--- src/rtl/cordic_sched_pkg.sv ---
// cordic_sched_pkg: shared state type, guard-bit constant and width helpers
// for the CORDIC vectoring scheduler.
package cordic_sched_pkg;

   typedef enum logic [2:0] {IDLE, LOAD, ITER, DSCALE, DSWAIT, RESP} sched_state_t;

   localparam int GUARD_BITS = 2;

   function automatic int tag_width(input int n);
      return (n > 1) ? $clog2(n) : 1;
   endfunction

   // Sign bits fill the guard positions; the operand sits just below them.
   function automatic logic [63:0] upscale(input logic signed [31:0] x, input int dw, input int cw);
      return 64'(x) << (cw - dw - GUARD_BITS);
   endfunction

endpackage

--- src/rtl/cordic_vec_sched_rr_arbiter.sv ---
// rr_arbiter: combinational round-robin grant; the requester just after
// last has the highest priority.
module rr_arbiter import cordic_sched_pkg::*; #(
   parameter int N_REQ = 2,
   localparam int TAG_W = tag_width(N_REQ)
) (
   input  logic [N_REQ-1:0] req,
   input  logic [TAG_W-1:0] last,
   input  logic             en,
   output logic [N_REQ-1:0] grant,
   output logic [TAG_W-1:0] grant_idx
);

   // Scan farthest-first so the nearest requester overwrites any earlier hit.
   always_comb begin
      grant = '0;
      grant_idx = '0;
      for (int i = N_REQ; i >= 1; i--) begin
         if (en && req[(int'(last) + i) % N_REQ]) begin
            grant = '0;
            grant[(int'(last) + i) % N_REQ] = 1'b1;
            grant_idx = TAG_W'((int'(last) + i) % N_REQ);
         end
      end
   end

endmodule

--- src/rtl/cordic_vec_sched.sv ---
// cordic_vec_sched: shares one iterative vectoring CORDIC core and its
// downscale stage between N_REQ requesters, round-robin.
module cordic_vec_sched import cordic_sched_pkg::*; #(
   parameter int CORDIC_WIDTH = 22,
   parameter int DATA_WIDTH = 16,
   parameter int N_ITER = 16,
   parameter int N_REQ = 2,
   localparam int TAG_W = tag_width(N_REQ),
   localparam int ITER_W = tag_width(N_ITER)
) (
   input  logic                        clk,
   input  logic                        nreset,
   input  logic [N_REQ-1:0]            req_valid,
   output logic [N_REQ-1:0]            req_ready,
   input  logic [N_REQ*DATA_WIDTH-1:0] req_x,
   input  logic [N_REQ*DATA_WIDTH-1:0] req_y,
   output logic                        core_load,
   output logic [CORDIC_WIDTH-1:0]     core_x_in,
   output logic [CORDIC_WIDTH-1:0]     core_y_in,
   output logic                        core_iter_en,
   output logic [ITER_W-1:0]           core_iter,
   output logic                        ds_enable,
   input  logic [DATA_WIDTH-1:0]       ds_x_out,
   input  logic                        ds_op_vld,
   output logic                        out_valid,
   input  logic                        out_ready,
   output logic [DATA_WIDTH-1:0]       out_data,
   output logic [TAG_W-1:0]            out_tag,
   output logic                        busy
);

   sched_state_t                 state;
   logic [ITER_W-1:0]            iter_cnt;
   logic [TAG_W-1:0]             last;
   logic [TAG_W-1:0]             grant_idx;
   logic [N_REQ-1:0]             grant;
   logic signed [DATA_WIDTH-1:0] sel_x;
   logic signed [DATA_WIDTH-1:0] sel_y;

   rr_arbiter #(.N_REQ(N_REQ)) u_arb (
      .req(req_valid),
      .last(last),
      .en(state == IDLE),
      .grant(grant),
      .grant_idx(grant_idx)
   );

   assign req_ready = grant;
   assign core_iter = iter_cnt;
   assign sel_x = req_x[int'(grant_idx)*DATA_WIDTH +: DATA_WIDTH];
   assign sel_y = req_y[int'(grant_idx)*DATA_WIDTH +: DATA_WIDTH];

   // Operands are upscaled at grant time and held on core_x_in/core_y_in.
   always_ff @(posedge clk or negedge nreset) begin
      if (!nreset) begin
         state <= IDLE;
         iter_cnt <= '0;
         last <= TAG_W'(N_REQ - 1);
         core_load <= 1'b0;
         core_iter_en <= 1'b0;
         ds_enable <= 1'b0;
         out_valid <= 1'b0;
         busy <= 1'b0;
         core_x_in <= '0;
         core_y_in <= '0;
         out_data <= '0;
         out_tag <= '0;
      end else begin
         core_load <= 1'b0;
         ds_enable <= 1'b0;
         case (state)
            IDLE: if (|grant) begin
               state <= LOAD;
               last <= grant_idx;
               out_tag <= grant_idx;
               core_x_in <= CORDIC_WIDTH'(upscale(32'(sel_x), DATA_WIDTH, CORDIC_WIDTH));
               core_y_in <= CORDIC_WIDTH'(upscale(32'(sel_y), DATA_WIDTH, CORDIC_WIDTH));
               core_load <= 1'b1;
               busy <= 1'b1;
            end
            LOAD: begin
               state <= ITER;
               iter_cnt <= '0;
               core_iter_en <= 1'b1;
            end
            ITER: if (iter_cnt == ITER_W'(N_ITER - 1)) begin
               state <= DSCALE;
               core_iter_en <= 1'b0;
               ds_enable <= 1'b1;
            end else begin
               iter_cnt <= iter_cnt + 1'b1;
            end
            DSCALE: state <= DSWAIT;
            DSWAIT: if (ds_op_vld) begin
               state <= RESP;
               out_data <= ds_x_out;
               out_valid <= 1'b1;
            end
            RESP: if (out_ready) begin
               state <= IDLE;
               out_valid <= 1'b0;
               busy <= 1'b0;
            end
            default: state <= IDLE;
         endcase
      end
   end

endmodule

--- config.mk ---
export PLATFORM = sky130hd
export DESIGN_NAME = cordic_vec_sched
export DESIGN_NICKNAME = d
export VERILOG_FILES = /design/src/rtl/cordic_sched_pkg.sv /design/src/rtl/cordic_vec_sched_rr_arbiter.sv /design/src/rtl/cordic_vec_sched.sv
export SDC_FILE = /design/constraint.sdc
export NUM_CORES = 1
export LEC_CHECK = 0
export CAP_MARGIN = 20
export CELL_PAD_IN_SITES_DETAIL_PLACEMENT = 0
export CELL_PAD_IN_SITES_GLOBAL_PLACEMENT = 1
export CORE_ASPECT_RATIO = 1.5
export CORE_MARGIN = 5
export CORE_UTILIZATION = 31
export CTS_CLUSTER_DIAMETER = 200
export DETAILED_ROUTE_END_ITERATION = 7
export PLACE_DENSITY = 0.92
export SLEW_MARGIN = 20
export SYNTH_ARGS = -nofsm -noshare
export SYNTH_HDL_FRONTEND = slang
export SYNTH_SLANG_ARGS = --single-unit
--- constraint.sdc ---
create_clock -name clk -period 3.3 [get_ports clk]
set_input_delay 0.66 -clock clk [delete_from_list [all_inputs] [get_ports clk]]
set_output_delay 0.66 -clock clk [all_outputs]
set_load 0.005 [all_outputs]
Word level (Yosys, flattened, before mapping)
Index checks and enable logic that the tools add are counted. Widths: inputs -> output; s select.

Output and inout bits: 72. Word-level logic and storage cells: 82. Register bits: 62. Input bits: 86.

Magnitude comparators: 4. Add/subtract/negate cells: 3. Bitwise gates (word level): 2. Multiplexer cells: 32. Shift operators: 2. Reductions and logical operators: 16. Equality and inequality tests: 11.

Operator list (count): $shiftx 32x6->16 (2); $mux 1 (18); $pmux 3 s6 (1); $mux 3 (4); $ne 2x2->1 const B (5); $pmux 4 s2 (1); $reduce_and 2->1 (4); $eq 3x2->1 const B (2); $eq 3x3->1 const B (2); $lt 2x3->1 const B (2); $pmux 1 s2 (3); $reduce_and 3->1 (2); $reduce_bool 2->1 (3); $add 4x1->4 const B (1); $eq 4x4->1 const B (1); $ge 2x1->1 const B (2); $logic_and 1x1->1 (4); $mux 2 (2); $mux 4 (1); $reduce_and 4->1 (1); $eq 3x1->1 const B (1); $logic_not 3->1 (1); $add 1x1->1 const B (2); $and 1x1->1 const A (2); other kinds (2) (3).

Logic depth before layout (Yosys ltp)
Gate-level depths: netlist of the first run.

Word-level depth: 11. Mapped depth: 6. Gate-level depth less buffers: 5.

Cells and area by module
Synthesis of the first run repeated with hierarchy kept, for this count alone.

Cells, all modules: 269. Area total of the unflattened synthesis: 2971.6 µm².

By module, submodules not included: cordic_vec_sched (cells an instance 263, times used 1, area each 2942.8 µm², seq. area each 1552.7 µm²); rr_arbiter (cells an instance 6, times used 1, area each 28.8 µm², seq. area each 0.0 µm²).

Least setup slack after synthesis of the first run
No wires, ideal clock.

Kind: input port to output port. Start: input port req_valid[0]. End: output port req_ready[1]. Setup slack: 1410 ps. Arrival: 1230 ps. Required time: 2640 ps. Cell stages on the path: 6. Buffers on the path: 3. Path through: nand2_1 -> nand3_1 -> buf_6 -> buf_6 -> inv_1 -> buf_4.

Cells in the longest elaborated chain, start to end: 6. Elaborated cells on any way between the ends: 10. Those cells by class: mux: 8; reduce/logical: 2.

RTL lines: start: declaration (line cordic_vec_sched.sv:13) `input logic [N_REQ-1:0] req_valid,`; $mux 1 (not written as such) (3 in a row) (line cordic_vec_sched_rr_arbiter.sv:19) `if (en && req[(int'(last) + i) % N_REQ]) begin`; $logic_and 1x1->1 (line cordic_vec_sched_rr_arbiter.sv:19); $mux 2 (line cordic_vec_sched_rr_arbiter.sv:19); $mux 2 * (line cordic_vec_sched_rr_arbiter.sv:19); end: declaration (line cordic_vec_sched.sv:14) `output logic [N_REQ-1:0] req_ready,`.

Mark *: on every way between the ends. The rest lies on a longest branch, timed or not. The select of a mux whose other input is x is not followed.

Worst setup path after layout of the first run
Start: register state[1]. End: output port req_ready[0].

Cells in the longest elaborated chain, start to end: 4. Elaborated cells on any way between the ends: 5. Those cells by class: mux: 2; reduce/logical: 3.

RTL lines: start: declaration (line cordic_vec_sched.sv:32) `sched_state_t state;`; start signal: assignment (line cordic_vec_sched.sv:56) `state <= IDLE;`; start signal: assignment (line cordic_vec_sched.sv:73) `state <= LOAD;`; start signal: assignment (line cordic_vec_sched.sv:82) `state <= ITER;`; $logic_not 3->1 * (line cordic_vec_sched.sv:43) `.en(state == IDLE),`; $logic_and 1x1->1 (line cordic_vec_sched_rr_arbiter.sv:19); $mux 2 (line cordic_vec_sched_rr_arbiter.sv:19); $mux 2 * (line cordic_vec_sched_rr_arbiter.sv:19).

Mark *: on every way between the ends. The rest lies on a longest branch, timed or not.

==> summary.txt, run 1 <==
Placed design
  • Port Buf Inserts: 149
  • Post-DP HPWL: 6.47 mm
  • RD Place Congestion: 0.836

Pwr
  • Clock share of power: 21.2%
  • Sequential share of power: 35.0%
  • Psw: 1.21 mW
  • Pwr Density: 826 nW/um^2
  • Worst VDD drop: 0.395 mV
  • Sw Share: 31.2%
  • Total internal power: 2.67 mW
  • Cell leakage power: 2.21 nW
  • Comb pwr share: 43.8%

Route
  • First-pass DRT Iterations: 4
  • Drc violations: 0
  • Vias/cell: 4.63
  • Total Wirelength: 8.22 mm
  • DRT iter0 DRCs: 86
  • Post-DRT Antenna Nets: 0
  • Vias: 2,448
  • DR WL/cell: 15.5 um

Worst setup path
  • CP cell instances: nor3_2 -> nand3_1 -> inv_1 -> clkdlybuf4s50_1
  • Crit start category: flip-flop
  • Crit path DAT: 2.15 ns
  • Crit path max fanout: 15
  • Crit path largest cell delay: 0.56 ns
  • Critical path's top delay family: simple AND/OR/NAND/NOR gates
  • Crit. End Element: primary output
  • Slowest-stage cell, CP: dfrtp_1
  • WP data required: 2.64 ns
  • Reg2reg path depth: 5
  • RR Endpoint: core_x_in[17]
  • R2R Path Start: state[1]
  • Worst reg-to-reg setup slack: 1.28 ns
  • Setup CP Type: reg2out
  • CP Buf/Inv Count: 2

Run
  • Max_cap viols: 0

Floorplanning
  • Die Ht: 129 um
  • Die W: 89.6 um
  • Die footprint: 11,600 um^2
  • Initial Utilization: 31.8%
  • Core area: 9250 um^2
  • Row count: 43
  • # IOs: 158

Synth
  • Top cells by area, synth: dfrtp_1 (52%), mux2i_1 (11%), o21ai_0 (5.8%)
  • Cells after Synth: 270
  • Post-synthesis area per instance: 10.9 um^2
  • Synth cell types: 33
  • Synthesis-stage register bit count: 62
  • Post-synth top area share: 51.8%
  • Post-synth top cells: dfrtp_1 (61), nand2_1 (45), o21ai_0 (34)
  • Post-synthesis sequential area ratio: 52.7%
  • Most numerous cell in the Yosys netlist: dfrtp_1
  • Yosys warning count: 0
  • Post-synthesis async set-or-reset flop share: 100%
  • Top_reg_cell synth: dfrtp_1
  • Syn Std Cell Area: 2950 um^2
  • Post-synth EDFFs: 0
  • Largest area contributor in the netlist: dfrtp_1

Global routing
  • Gr ovfl total: 0
  • Tot GR Track Use: 14.1%
  • Antenna violations before repair: 1
  • Largest net degree at the start of global routing: 53
  • First-pass GRT wire length: 12.4 mm
  • Vias in the first global route: 2,577

STA
  • Relative slew slack: 62.5%
  • Max Slew Vio Count: 0
  • Fin crit share: 85.2%
  • Final TNS setup: 0 ns
  • Min Clock Period, post-route: 2.81 ns
  • # setup viols final: 0
  • Clk_skew: 0.00853 ns
  • Worst-Margin Slew: 0.563 ns
  • Final hold violation count: 0
  • Fmax: 356 MHz
  • RSZ-0062 raised after global routing: false

CTS
  • Post-CTS setup buffers: 0
  • H-Tree Depth: 3
  • Max Root-Sink Buffers: 2
  • Number of buffers inserted by hold repair at cts: 0
  • CTS sink cnt: 62
  • Worst-path clk slew: 0.05 ns
  • Clk_lat worst skew: 0.32 ns
  • CTS tree: done
  • Clock Tree Root: clkbuf_16
  • CTS buffer count: 9
  • Post-CTS resize count: 0

Cells and area
  • # diodes: 0
  • Nets@finish: 499
  • Area growth from synthesis to layout: 59.4%
  • Fraction of layout instances using a drive strength above 1: 9.83%
  • Fin util: 50.7%
  • Fillcell total: 856

Outcome
  • Outcome: finished, final reports clean

Hold path
  • Hold WC Path Type: in2async
per-stage QoR:
step                      power (mW)  hold slack (ns)  cell area, um^2  setup slack [ns]  instances
final                           3.88            0.329             4700             0.489        529
after CTS                       3.96            0.473             4690             0.475        529
after global placement          3.06            0.463             4430             0.663        513
after detailed placement        3.11            0.466             4430             0.649        513
after global routing            4.19            0.379             4700             0.403        529
after floorplan                 2.17            0.364             2970              1.41        277
sequential cells by signal, summed over array words and instances (netlist names):
name,flops
busy,1
core_iter,4
core_iter_en,1
core_load,1
core_x_in,16
core_y_in,16
ds_enable,1
last,1
out_data,16
out_tag,1
out_valid,1
state,3
cell usage in the layout, fill, tap and decap left out, types with 2 or more instances in the layout:
cell             netlist  layout
a21oi_1                6       6
a31oi_1                2       2
buf_4                 13       5
clkbuf_16              0       9
clkdlybuf4s50_1        0     148
clkinv_2               0       5
conb_1                 1       8
dfrtp_1               61      61
inv_1                  8       8
mux2_2                 7       7
mux2_4                10      10
mux2i_1               33      33
nand2_1               45      45
nand2b_1               2       2
nand3_1                6       5
nor2_1                 8       8
nor3_1                 2       2
o21ai_0               34      33
o22ai_1                2       2
layer usage:
layer	vias up	GRT usage, %	routed length (um)
li1	1182	-	-
met1	1142	14.5	2830
met2	104	25.7	4500
met3	18	3.50	669
met4	2	7.10	219
met5	-	0	11
cell families after synthesis:
family	share of synthesized area, %
and+or+nand+nor	10.1
DFF	52.7
muxes	19.0
AOI/OAI and AO/OA	8.92
buffers and inverters	8.49
adders and majority gates	0.425
other	0.127
xor gates and xnor gates	0.297
how the worst max path moves through the flow:
stage                             from           end  cells past startpoint
after floorplan           req_valid[0]  req_ready[1]                      6
after global placement    req_valid[1]  req_ready[0]                      5
after detailed placement  req_valid[1]  req_ready[0]                      5
after CTS                     state[1]  req_ready[0]                      4
after global routing          state[1]  req_ready[0]                      4
final                         state[1]  req_ready[0]                      4
layout make-up:
type,count,area [um^2],share of cell area (%)
multi-input cells,178,1190,25.3
clock buffers,11,243,5.17
inverters,8,30.0,0.639
flip-flops and latches,62,1550,33.1
repair buffers,153,1520,32.3
well taps,112,140,2.98
clock inverters,5,25.0,0.533
power by group through the flow:
stage | logic [mW] | registers [mW] | clock network [mW]
after floorplan | 0.835 | 1.34 | 0
after global placement | 1.71 | 1.35 | 0
after detailed placement | 1.74 | 1.37 | 0
after CTS | 1.75 | 1.36 | 0.857
after global routing | 1.88 | 1.41 | 0.894
final | 1.70 | 1.36 | 0.823
(Power assumes the default switching activity.)
==> inputs of run 2 (changes only) <==
--- a/config.mk
+++ b/config.mk
@@ -5,15 +5,16 @@
 export SDC_FILE = /design/constraint.sdc
 export NUM_CORES = 1
 export LEC_CHECK = 0
+export ABC_AREA = 1
 export CAP_MARGIN = 20
 export CELL_PAD_IN_SITES_DETAIL_PLACEMENT = 0
 export CELL_PAD_IN_SITES_GLOBAL_PLACEMENT = 1
 export CORE_ASPECT_RATIO = 1.5
 export CORE_MARGIN = 5
-export CORE_UTILIZATION = 31
+export CORE_UTILIZATION = 30
 export CTS_CLUSTER_DIAMETER = 200
 export DETAILED_ROUTE_END_ITERATION = 7
-export PLACE_DENSITY = 0.92
+export PLACE_DENSITY = 0.91
 export SLEW_MARGIN = 20
 export SYNTH_ARGS = -nofsm -noshare
 export SYNTH_HDL_FRONTEND = slang
==> summary.txt, run 2 <==
Floorplanning
  • Core area: 10,500 um^2 (+14%)
  • Row count: 46 (+7.0%)
  • Die Ht: 137 um (+5.8%)
  • Initial Utilization: 30.6% (-1.3 points)
  • Die W: 94.6 um (+5.6%)
  • Die footprint: 13,000 um^2 (+12%)
  • # IOs: 158 (unchanged)

Route
  • Met1 WL: 3.54 mm (+25%)
  • Met3 WL: 697 um (+4.2%)
  • Met2 wire len: 4.94 mm (+9.9%)
  • Post-DRT Antenna Nets: 0 (unchanged)
  • DRT iter0 DRCs: 94 (+9.3%)
  • Vias: 3,093 (+26%)
  • Top routing layer in use: met4
  • First-pass DRT Iterations: 4 (unchanged)
  • Vias/cell: 4.44 (-4.0%)
  • Drc violations: 0 (unchanged)
  • DR WL/cell: 13.3 um (-14%)
  • Total Wirelength: 9.28 mm (+13%)

Global routing
  • Antenna violations before repair: 0 (-1)
  • Gr ovfl total: 0 (unchanged)
  • Tot GR Track Use: 14.5% (+0.35 points)
  • Largest net degree at the start of global routing: 66 (+25%)
  • First-pass GRT wire length: 14.7 mm (+19%)
  • Vias in the first global route: 3,109 (+21%)

STA
  • # setup viols final: 0 (unchanged)
  • Final hold violation count: 0 (unchanged)
  • Final TNS setup: 0 ns (unchanged)
  • Min Clock Period, post-route: 2.66 ns (-0.152 ns)
  • Fin Hold WS: 0.443 ns (+0.115 ns)
  • Max Slew Vio Count: 0 (unchanged)
  • Fin crit share: 80.6% (-4.6 points)
  • Clk_skew: 0.00518 ns (-0.00335 ns)
  • RSZ-0062 raised after global routing: false
  • Worst-Margin Slew: 0.840 ns (+0.278 ns)
  • Fmax: 376 MHz (+5.7%)
  • Relative slew slack: 44.0% (-19 points)

Synth
  • Post-synthesis sequential area ratio: 48.2% (-4.5 points)
  • Most numerous cell in the Yosys netlist: nand2_1
  • Top cells by area, synth: dfrtp_1 (47%), nand2_1 (14%), nand3_1 (14%)
  • Cells after Synth: 408 (+51%)
  • Post-synth top cells: nand2_1 (120), nand3_1 (88), dfrtp_1 (61)
  • Syn Std Cell Area: 3220 um^2 (+9.3%)
  • Synth cell types: 26 (-21%)
  • Synthesis-stage register bit count: 62 (unchanged)
  • Post-synthesis async set-or-reset flop share: 100% (unchanged)
  • Post-synth EDFFs: 0 (unchanged)
  • Yosys warning count: 0 (unchanged)
  • Post-synthesis area per instance: 7.89 um^2 (-28%)
  • Largest area contributor in the netlist: dfrtp_1
  • Top_reg_cell synth: dfrtp_1
  • Post-synth top area share: 47.4% (-4.4 points)

Placed design
  • RD Place Congestion: 0.733 (-12%)
  • Port Buf Inserts: 149 (unchanged)
  • Placed inst area: 4720 um^2 (+6.6%)
  • Post-DP HPWL: 6.94 mm (+7.3%)

Cells and area
  • Largest registers: core_x_in (16), core_y_in (16), out_data (16)
  • Design area: 5000 um^2 (+6.4%)
  • # diodes: 0 (unchanged)
  • Fillcell total: 1,046 (+22%)
  • Commonest cells after routing, fill and taps aside: clkdlybuf4s50_1 (148), nand2_1 (120), nand3_1 (88), dfrtp_1 (61), inv_1 (44)
  • Fin util: 47.5% (-3.3 points)
  • Nets@finish: 634 (+27%)
  • Area growth from synthesis to layout: 55.2%
  • Fraction of layout instances using a drive strength above 1: 7.79% (-2.0 points)
  • Most common cell after layout, fill and taps aside: clkdlybuf4s50_1

Pwr
  • Cell leakage power: 2.40 nW (+8.5%)
  • Worst VDD drop: 0.411 mV (+4.2%)
  • Pwr Density: 802 nW/um^2 (-3.0%)

Worst setup path
  • Crit start category: primary input
  • Critical path's top delay family: buffers and inverters
  • Crit path max fanout: 3 (-12)
  • Crit path DAT: 2.00 ns (-0.15 ns)
  • Crit. End Element: primary output
  • Setup CP Type: in2out
  • Crit path largest cell delay: 0.56 ns (about the same)
  • CP Buf/Inv Count: 2 (unchanged)
  • Slowest-stage cell, CP: clkdlybuf4s50_1
  • WP data required: 2.64 ns (about the same)
  • CP cell instances: clkdlybuf4s50_1 -> nand2_1 -> nand2_1 -> nor2_4 -> clkdlybuf4s50_1

CTS
  • CTS tree: done
  • Clk_lat worst skew: 0.32 ns (about the same)
  • Worst-path clk slew: 0.05 ns (about the same)
  • CTS buffer count: 9 (unchanged)
  • Max Root-Sink Buffers: 2 (unchanged)
  • Post-CTS resize count: 0 (unchanged)
  • Clock Tree Root: clkbuf_16
  • CTS sink cnt: 62 (unchanged)
  • Post-CTS setup buffers: 0 (unchanged)
  • H-Tree Depth: 3 (unchanged)
  • Number of buffers inserted by hold repair at cts: 0 (unchanged)

Hold path
  • Hold WC Path Type: in2async

Outcome
  • Outcome: finished, final reports clean

Run
  • Max_cap viols: 0 (unchanged)
run 2: cell count changes after synthesis, moves of 5 or more:
cell	before	now
nand3_1	6	88
nand2_1	45	120
inv_1	8	44
mux2i_1	33	0
o21ai_0	34	3
or2_0	0	20
or2_2	0	12
mux2_4	10	0
mux2_2	7	0
a21oi_1	6	1
run 2: power breakdown:
| group | switching (mW) | internal (mW) | leakage (nW) |
|---|---|---|---|
| sequential | 0.220 | 1.11 | 0.768 |
| combinational | 0.814 | 0.973 | 1.49 |
| clock | 0.309 | 0.578 | 0.143 |
| total | 1.34 | 2.66 | 2.40 |
run 2: layer usage:
layer	track usage [%]	up-vias
met3	4.07	8
met4	4.33	0
met5	0	-
met1	16.1	1453
met2	26.4	103
li1	-	1529
run 2: logic make-up (layout without fill, tap and decap cells):
group                      after synthesis  after routing  share of synthesized area [%]
and+or+nand+nor                        256            256                           36.7
buffers and inverters                   80            217                           12.9
DFF                                     62             62                           48.2
AOI/OAI and AO/OA                        7              7                           1.36
adders and majority gates                1              1                          0.388
other                                    1              8                          0.116
xor gates and xnor gates                 1              1                          0.272
run 2: through the flow:
| stage | worst slack [ns] | cells | power, mW |
|---|---|---|---|
| 6_report | 0.641 | 696 | 4.01 |
| 5_1_grt | 0.579 | 696 | 4.33 |
| 4_1_cts | 0.638 | 696 | 4.08 |
| 3_5_place_dp | 0.576 | 680 | 3.17 |
| 3_3_place_gp | 0.646 | 680 | 3.11 |
| 2_1_floorplan | 1.32 | 415 | 2.22 |
run 2: final timing paths:
| kind | start | to | slack, ns | depth (start not counted) |
|---|---|---|---|---|
| max | req_valid[0] | req_ready[1] | 0.64 | 5 |
| min | nreset | core_x_in[17] | 0.44 | 1 |
| max reg2reg | state[1] | core_x_in[15] | 1.31 | 8 |
| min reg2reg | out_data[3] | out_data[3] | 0.47 | 2 |
| max in group asynchronous | nreset | core_x_in[4] | 1.98 | 2 |
| min in group clk | out_data[3] | out_data[3] | 0.47 | 2 |
run 2: area by class of cell:
type                    count  area [um^2]  area share (%)
clock buffers              11          233            4.66
clock inverters             5         50.0            1.00
inverters                  47          176            3.53
multi-input cells         273         1280            25.7
flip-flops and latches     62         1550            31.1
well taps                 144          180            3.60
repair buffers            154         1520            30.5
